`config.mk`:
```
export PLATFORM = sky130hd
export DESIGN_NAME = hub75_scan_driver
export DESIGN_NICKNAME = d
export VERILOG_FILES = /design/src/rtl/hub75_scan_driver.sv
export SDC_FILE = /design/constraint.sdc
export NUM_CORES = 1
export LEC_CHECK = 0
export BUFFER_PORTS_ARGS = -buffer_cell sky130_fd_sc_hd__buf_2
export CORE_MARGIN = 5
export CORE_UTILIZATION = 42
export DETAILED_ROUTE_END_ITERATION = 10
export RECOVER_POWER = 100
export SLEW_MARGIN = 10
export SYNTH_ARGS = -nofsm -noshare
export SYNTH_HDL_FRONTEND = slang
export SYNTH_SLANG_ARGS = --single-unit
```
`constraint.sdc`:
```
create_clock -name clk -period 3.6 [get_ports clk]
set_clock_uncertainty 0.05 [all_clocks]
set_input_delay 0.18 -clock clk [delete_from_list [all_inputs] [get_ports clk]]
set_output_delay 0.18 -clock clk [all_outputs]
set_load 0.05 [all_outputs]
```
`src/rtl/hub75_scan_driver.sv`:
```
// hub75_scan_driver
//   HUB75 row-multiplexed scan engine with binary-code-modulated colour.
//   Reads a dual-half framebuffer through a 1-cycle RAM port and drives the
//   panel pins. One row pair is shifted and shown once per bit plane. Plane p
//   is shown for SHOW_BASE<<p ticks. A tick is one clk in every CLK_DIV.
//
// Ports
//   clk         system clock, all logic on the rising edge
//   rst         synchronous reset, active low
//   en          run enable, sampled only at frame boundaries
//   fb_addr     framebuffer read address {row, col}
//   fb_data     {r0,g0,b0,r1,g1,b1} (COLOR_BITS each), valid 1 clk after fb_addr
//   mat_r/g/b   colour data, [0] upper half, [1] lower half
//   mat_row     panel row address
//   mat_clk     shift clock
//   mat_lat     latch strobe, active high
//   mat_oe      output enable, active low
//   frame_done  one-clk pulse after the last plane of the last row
module hub75_scan_driver #(
    parameter int COLS       = 32,
    parameter int ROW_BITS   = 4,
    parameter int COLOR_BITS = 4,
    parameter int CLK_DIV    = 13,
    parameter int SHOW_BASE  = 1
) (
    input  logic                                 clk,
    input  logic                                 rst,
    input  logic                                 en,
    output logic [ROW_BITS+$clog2(COLS)-1:0]     fb_addr,
    input  logic [6*COLOR_BITS-1:0]              fb_data,
    output logic [1:0]                           mat_r,
    output logic [1:0]                           mat_g,
    output logic [1:0]                           mat_b,
    output logic [ROW_BITS-1:0]                  mat_row,
    output logic                                 mat_clk,
    output logic                                 mat_lat,
    output logic                                 mat_oe,
    output logic                                 frame_done
);

    localparam int COL_BITS = $clog2(COLS);
    localparam int DIV_W    = $clog2(CLK_DIV);
    localparam int PLANE_W  = $clog2(COLOR_BITS) + 1;
    localparam int SHOW_MAX = SHOW_BASE << (COLOR_BITS - 1);
    localparam int SHOW_W   = $clog2(SHOW_MAX + 1);

    localparam logic [2:0] S_IDLE  = 3'd0;
    localparam logic [2:0] S_PREF  = 3'd1;
    localparam logic [2:0] S_SHIFT = 3'd2;
    localparam logic [2:0] S_BLANK = 3'd3;
    localparam logic [2:0] S_LATCH = 3'd4;
    localparam logic [2:0] S_SHOW  = 3'd5;

    logic [DIV_W-1:0]      div_cnt;
    logic                  tick;
    logic [2:0]            state;
    logic [ROW_BITS-1:0]   row;
    logic [ROW_BITS-1:0]   row_next;
    logic [COL_BITS-1:0]   col;
    logic [COL_BITS-1:0]   col_next;
    logic [PLANE_W-1:0]    plane;
    logic                  phase_h;
    logic [SHOW_W-1:0]     show_cnt;
    logic [SHOW_W-1:0]     show_len;
    logic [COLOR_BITS-1:0] plane_mask;
    logic [5:0]            pix;       // {r0,g0,b0,r1,g1,b1} bits of the current plane
    logic                  last_plane;
    logic                  last_row;
    logic                  last_col;

    assign tick       = (div_cnt == DIV_W'(CLK_DIV - 1));
    assign row_next   = row + ROW_BITS'(1);
    assign col_next   = col + COL_BITS'(1);
    assign show_len   = SHOW_W'(SHOW_BASE) << plane;
    assign plane_mask = COLOR_BITS'(1) << plane;
    assign last_plane = (plane == PLANE_W'(COLOR_BITS - 1));
    assign last_row   = (row == '1);
    assign last_col   = (col == '1);

    // Channel k lives at fb_data[k*COLOR_BITS +: COLOR_BITS]; k=0 is b1, k=5 is r0.
    for (genvar k = 0; k < 6; k++) begin : g_pix
        assign pix[k] = |(fb_data[k*COLOR_BITS +: COLOR_BITS] & plane_mask);
    end

    always_ff @(posedge clk) begin
        if (!rst) begin
            div_cnt    <= '0;
            state      <= S_IDLE;
            row        <= '0;
            col        <= '0;
            plane      <= '0;
            phase_h    <= 1'b0;
            show_cnt   <= '0;
            fb_addr    <= '0;
            mat_r      <= '0;
            mat_g      <= '0;
            mat_b      <= '0;
            mat_row    <= '0;
            mat_clk    <= 1'b0;
            mat_lat    <= 1'b0;
            mat_oe     <= 1'b1;
            frame_done <= 1'b0;
        end else begin
            frame_done <= 1'b0;
            div_cnt    <= tick ? '0 : div_cnt + DIV_W'(1);
            if (tick) begin
                case (state)
                    S_IDLE: begin
                        mat_oe  <= 1'b1;
                        mat_clk <= 1'b0;
                        mat_lat <= 1'b0;
                        if (en) begin
                            state   <= S_PREF;
                            row     <= '0;
                            plane   <= '0;
                            fb_addr <= '0;
                        end
                    end
                    S_PREF: begin
                        // fb_data for column 0 has settled by now; load it.
                        state   <= S_SHIFT;
                        col     <= '0;
                        phase_h <= 1'b0;
                        mat_clk <= 1'b0;
                        mat_r   <= {pix[2], pix[5]};
                        mat_g   <= {pix[1], pix[4]};
                        mat_b   <= {pix[0], pix[3]};
                    end
                    S_SHIFT: begin
                        if (!phase_h) begin
                            phase_h <= 1'b1;
                            mat_clk <= 1'b1;
                            // Prefetch the next pixel while the clock is high.
                            if (!last_col) fb_addr <= {row, col_next};
                        end else begin
                            phase_h <= 1'b0;
                            mat_clk <= 1'b0;
                            if (last_col) begin
                                state   <= S_BLANK;
                                mat_oe  <= 1'b1;
                                mat_row <= row;
                            end else begin
                                col   <= col_next;
                                mat_r <= {pix[2], pix[5]};
                                mat_g <= {pix[1], pix[4]};
                                mat_b <= {pix[0], pix[3]};
                            end
                        end
                    end
                    S_BLANK: begin
                        state   <= S_LATCH;
                        mat_lat <= 1'b1;
                    end
                    S_LATCH: begin
                        state    <= S_SHOW;
                        mat_lat  <= 1'b0;
                        mat_oe   <= 1'b0;
                        show_cnt <= show_len - SHOW_W'(1);
                    end
                    S_SHOW: begin
                        if (show_cnt != '0) begin
                            show_cnt <= show_cnt - SHOW_W'(1);
                        end else begin
                            mat_oe <= 1'b1;
                            state  <= S_PREF;
                            if (!last_plane) begin
                                plane   <= plane + PLANE_W'(1);
                                fb_addr <= {row, COL_BITS'(0)};
                            end else begin
                                plane   <= '0;
                                row     <= row_next;
                                fb_addr <= {row_next, COL_BITS'(0)};
                                if (last_row) begin
                                    frame_done <= 1'b1;
                                    if (!en) state <= S_IDLE;
                                end
                            end
                        end
                    end
                    default: state <= S_IDLE;
                endcase
            end
        end
    end

endmodule

```
==> results of run 1 <==
[report_power, final]
group	internal (mW)	switching, mW
combinational	0.0184	0.0223
sequential	0.522	0.00300
clock	0.130	0.167
total	0.670	0.193
[final timing paths]
path,start,end,cells past startpoint
worst max-delay path,col[0],col[0],7
worst min-delay path,rst,state[1],2
worst max register to register,col[0],col[0],7
worst min register to register,mat_b[1],mat_b[1],2
[logic make-up (layout without fill, tap and decap cells)]
family	after synthesis	count (layout)	synth area share
and+or+nand+nor	115	115	0.241
buffers and inverters	30	64	0.0457
adders and majority gates	10	10	0.0502
xor gates and xnor gates	3	3	0.0105
DFF	47	47	0.377
muxes	6	6	0.0241
AOI/OAI and AO/OA	100	100	0.251
[registers in the layout, summed over array words and instances, names as in the netlist, 2 cells and up]
signal    flops
fb_addr       9
mat_g         2
row           4
div_cnt       4
mat_r         2
plane         3
show_cnt      4
state         3
mat_b         2
mat_row       4
col           5
[stage by stage]
stage	area, µm²	setup WS (ns)	power (mW)	instances	util
after floorplan	2490	1.56	0.558	311	-
after global placement	2760	1.11	0.577	414	0.472
after detailed placement	2760	0.978	0.578	414	0.472
after CTS	2830	0.964	0.872	420	0.484
after global routing	2800	0.714	0.897	420	0.479
final	2800	0.984	0.863	420	0.479
[area by class of cell]
type	count	area share
Multi-Input combinational cell	234	0.514
Clock buffer	6	0.0259
Timing Repair Buffer	51	0.0813
Sequential cell	47	0.336
Tap cell	75	0.0335
Inverter	7	0.00938
[per-layer routing]
layer	vias up	track usage	part of all wire
met2	66	0.273	0.46
met3	8	0.0435	0.058
li1	1211	-	-
met5	-	0	0
met4	0	0.0467	0.012
met1	1092	0.247	0.47
[placed cells by master (no fill, tap or decap), drive strengths merged, types with 5 or more instances in the layout]
cell	n
buf	27
nand3	10
mux2i	6
inv	7
a21oi	39
nor2	23
nand2b	6
o21ai	18
or4	6
ha	10
clkbuf	30
nor2b	5
a22oi	13
dfxtp	47
nand2	33
nor3	5
[worst max-delay path, stage by stage, from the launching register on]
cell and delay, ns:
dfxtp_1 0.34, ha_1 0.25, and3_1 0.20, ha_1 0.21, nor4bb_1 0.36, o21ai_0 0.49
or3_1 0.49, a21oi_1 0.14
==> impl_metrics.csv, run 1 <==
group,metric,value,unit
critical_path,required,3.77,ns
detailed_routing,num_vias,2377,
finish,nFillCells,596,
yosys,ys_ff_latch,47,
clock_network,post_cts_resized,0,
critical_path,ff2ff_setup_slack,0.98,ns
die,row_count,28,
global_routing,antenna_found_initial,0,
clock_network,holdBufCountCts,0,
global_routing,grt_overflow,0,
clock_network,cts_buffers,5,
sta,finalMaxSlewViolations,0,
global_routing,grt_pass1_wl,10700,µm
clock_network,htreeDepth,2,
yosys,synthArstFlopShare,0,
global_routing,grt_pass1_vias,2185,
critical_path,worstSetupPathType,"register to register",
sta,fin_tns_setup,0,ns
critical_path,crit_fanout,12,
finish,nets,383,
critical_path,endpoint_kind,"register",
power_and_ir_drop,p_leak,0.974,nW
sta,setup_viol,0,
global_routing,grt_start_max_net_pins,43,
outcome,outcome,"complete, no violations",
placed_design,port_buffers,49,
finish,multi_input_area,0.00144,mm²
finish,regArea,941,µm²
yosys,synth_area_per_cell,8.02,µm²
clock_network,clock_sinks,47,
finish,drive_above_1_share,0.104,
finish,area_growth,12.3,%
yosys,ys_warn_count,0,
detailed_routing,finalWirelength,6560,µm
clock_network,cts.clk_slew.worst_paths,0.08,ns
die,die-area,0.00758,mm²
detailed_routing,drt_iter0_markers,189,
placed_design,place_congestion,0.792,
critical_path,critPathArrivalTime,2.79,ns
power_and_ir_drop,p_per_area,308,mW/mm²
yosys,synth.most_common_cell,"dfxtp_1",
sta,fmax,0.382,GHz
yosys,yosys.area.top_type_share,0.377,
yosys,yosysSeqAreaShare,0.377,
yosys,synth-edff-count,0,
sta,rsz0062_at_grt,"no",
detailed_routing,via_per_inst,5.66,
global_routing,grt_util_all_layers,0.177,
clock_network,cts_setup_buffers,0,
yosys,synth_cell_types,50,
detailed_routing,route.detailed.wl_per_inst,15.6,µm
clock_network,clock_path_buffers,2,
die,chipWidth,87.1,µm
detailed_routing,drc,0,
finish,n_antenna_cell,0,
yosys,synth_commonest_cells,"dfxtp_1, a21oi_1, nand2_1, nor2_1, clkbuf_1",
clock_network,cts_root_buf,"clkbuf_8",
clock_network,cts_tree,"yes",
yosys,syn_inst,311,
yosys,synthFlopType,"dfxtp_1",
critical_path,start_kind,"register",
job,drv_cap,0,
worst_hold_path,hold_class,"primary input to register",
die,coreArea,0.00585,mm²
sta,period_share,0.727,
sta,worst_slew_pin_slew,1.28,ns
yosys,netlist.top_cell.by_area,"dfxtp_1",
sta,relSlewSlack,0.140,
die,start_util,0.426,
sta,whs,0.168,ns
yosys,syn_nets,348,
yosys,syn_area,0.00249,mm²
die,die_h,87.1,µm
detailed_routing,dr.pass1.iters,4,
die,pin_count,50,
detailed_routing,ant_nets,0,
sta,layout_min_cycle_time,2.62,ns
yosys,netlist_top_cells_area,"dfxtp_1, a21oi_1, ha_1",
clock_network,clk_latency,0.30,ns
power_and_ir_drop,vdd_ir_drop_max,137,µV
sta,hold_violations,0,
placed_design,dp_hpwl,4620,µm
Note: power is estimated with default switching activity, not from simulation.
==> inputs of run 2 (changes only) <==
==> constraint.sdc (replaced) <==
create_clock -name clk -period 2.7 [get_ports clk]
set_clock_uncertainty 0.05 [all_clocks]
set_input_delay 0.135 -clock clk [delete_from_list [all_inputs] [get_ports clk]]
set_output_delay 0.135 -clock clk [all_outputs]
set_load 0.05 [all_outputs]
==> impl_metrics.csv, run 2 (synthesized netlist as in run 1, its figures left out) <==
group,metric,value,unit
die,chipWidth,87.1,µm
sta,whs,0.124,ns
clock_network,cts_tree,"yes",
global_routing,grt_util_all_layers,0.182,
critical_path,crit_fanout,10,
finish,nets,392,
job,drv_cap,0,
critical_path,endpoint_kind,"register",
clock_network,cts_setup_buffers,0,
finish,area_growth,15.4,%
die,die-area,0.00758,mm²
detailed_routing,drt_iter0_markers,163,
worst_hold_path,whs_path_depth,2,
critical_path,start_kind,"register",
die,pin_count,50,
detailed_routing,ant_nets,0,
die,coreArea,0.00585,mm²
critical_path,cp_cell_sequence,"ha_1, and3_1, ha_1, nor4bb_1, o21ai_0, clkbuf_1, o21ai_0, a21oi_1",
worst_hold_path,hold_class,"primary input to register",
clock_network,htreeDepth,2,
worst_hold_path,min_from,"rst",
critical_path,path_buf_inv,1,
finish,n_antenna_cell,0,
clock_network,clk_latency,0.30,ns
critical_path,r2r-start,"col[0]",
critical_path,critPathArrivalTime,2.40,ns
detailed_routing,num_vias,2442,
global_routing,grt_pass1_wl,11100,µm
sta,relSlewSlack,0.509,
detailed_routing,via_per_inst,5.67,
sta,fin_tns_setup,0,ns
placed_design,dp_hpwl,4810,µm
die,die_h,87.1,µm
power_and_ir_drop,vdd_ir_drop_max,165,µV
power_and_ir_drop,p_per_area,427,mW/mm²
sta,period_share,0.849,
finish,drive_above_1_share,0.118,
global_routing,grt_overflow,0,
global_routing,antenna_found_initial,0,
finish,fin_area,0.00288,mm²
critical_path,cpLargestDelayFamily,"simple AND/OR/NAND/NOR gates",
sta,setup_viol,0,
critical_path,ff2ff_setup_slack,0.41,ns
clock_network,cts_root_buf,"clkbuf_8",
clock_network,clock_path_buffers,2,
detailed_routing,drc,0,
global_routing,grt_start_max_net_pins,43,
outcome,outcome,"complete, no violations",
finish,top_register,"fb_addr",
worst_hold_path,min_to,"state[1]",
clock_network,holdBufCountCts,0,
sta,hold_violations,0,
sta,fmax,0.436,GHz
finish,largest_register_ffs,9,
finish,final_cell_mix,"dfxtp_1, a21oi_1, nand2_1",
placed_design,place_area,0.00283,mm²
clock_network,post_cts_resized,0,
detailed_routing,dr.pass1.iters,5,
global_routing,grt_pass1_vias,2373,
sta,finalMaxSlewViolations,0,
power_and_ir_drop,totalPowerFinal,1.23,mW
clock_network,cts_buffers,5,
sta,worst_slew_pin_slew,0.736,ns
critical_path,max_stage_delay,0.36,ns
placed_design,place_congestion,0.892,
die,start_util,0.426,
die,row_count,28,
critical_path,r2r_end,"col[2]",
sta,layout_min_cycle_time,2.29,ns
detailed_routing,route.detailed.wl_per_inst,15.3,µm
power_and_ir_drop,p_leak,1.01,nW
sta,rsz0062_at_grt,"no",
finish,final_common_cell,"dfxtp_1",
critical_path,required,2.81,ns
placed_design,port_buffers,49,
finish,reg.largest.list,"fb_addr (9), col (5)",
critical_path,cpMaxStageDelayCell,"dfxtp_1",
clock_network,cts.clk_slew.worst_paths,0.09,ns
critical_path,r2r_cells,8,
detailed_routing,finalWirelength,6600,µm
clock_network,clock_sinks,47,
critical_path,worstSetupPathType,"register to register",
-- run 2: worst max-delay path by stage --
stage / end / cells after the start / from
floorplan: fb_addr[0] / 4 / show_cnt[0]
global placement: show_cnt[2] / 5 / state[0]
detailed placement: show_cnt[2] / 5 / state[0]
CTS: show_cnt[2] / 5 / state[0]
global route: col[2] / 8 / col[0]
finish: col[2] / 8 / col[0]
-- run 2: report_power, final --
part | switching (mW) | total [mW] | internal (mW) | leakage, nW
registers | 0.00347 | 0.700 | 0.696 | 0.379
clock network | 0.243 | 0.476 | 0.233 | 0.0505
logic | 0.0290 | 0.0533 | 0.0243 | 0.581
-- run 2: metal layers --
metal | track usage | wire [µm] | vias up
li1 | - | - | 1233
met3 | 0.0454 | 436 | 6
met5 | 0 | 0 | -
met4 | 0.0453 | 65 | 0
met1 | 0.242 | 2980 | 1130
met2 | 0.294 | 3120 | 73
-- run 2: area by class of cell --
class | instances | area (µm²)
Multi-Input combinational cell | 234 | 1440
Inverter | 7 | 26.3
Clock inverter | 1 | 7.51
Sequential cell | 47 | 941
Fill cell | 593 | 2970
Clock buffer | 7 | 96.3
Tap cell | 75 | 93.8
Timing Repair Buffer | 60 | 273
-- run 2: worst reg2reg max path, cell delays in order (launching register included) --
cell and delay [ns]:
dfxtp_1 0.36, ha_1 0.26, and3_1 0.20, ha_1 0.21
nor4bb_1 0.33, o21ai_0 0.18, clkbuf_1 0.26, o21ai_0 0.22
a21oi_1 0.08
-- run 2: stage by stage --
step / instances / setup slack, ns / util
floorplan: 311 / 0.662 / -
finish: 431 / 0.408 / 0.492
global route: 431 / 0.195 / 0.492
global placement: 423 / 0.527 / 0.483
CTS: 431 / 0.486 / 0.501
detailed placement: 423 / 0.487 / 0.483
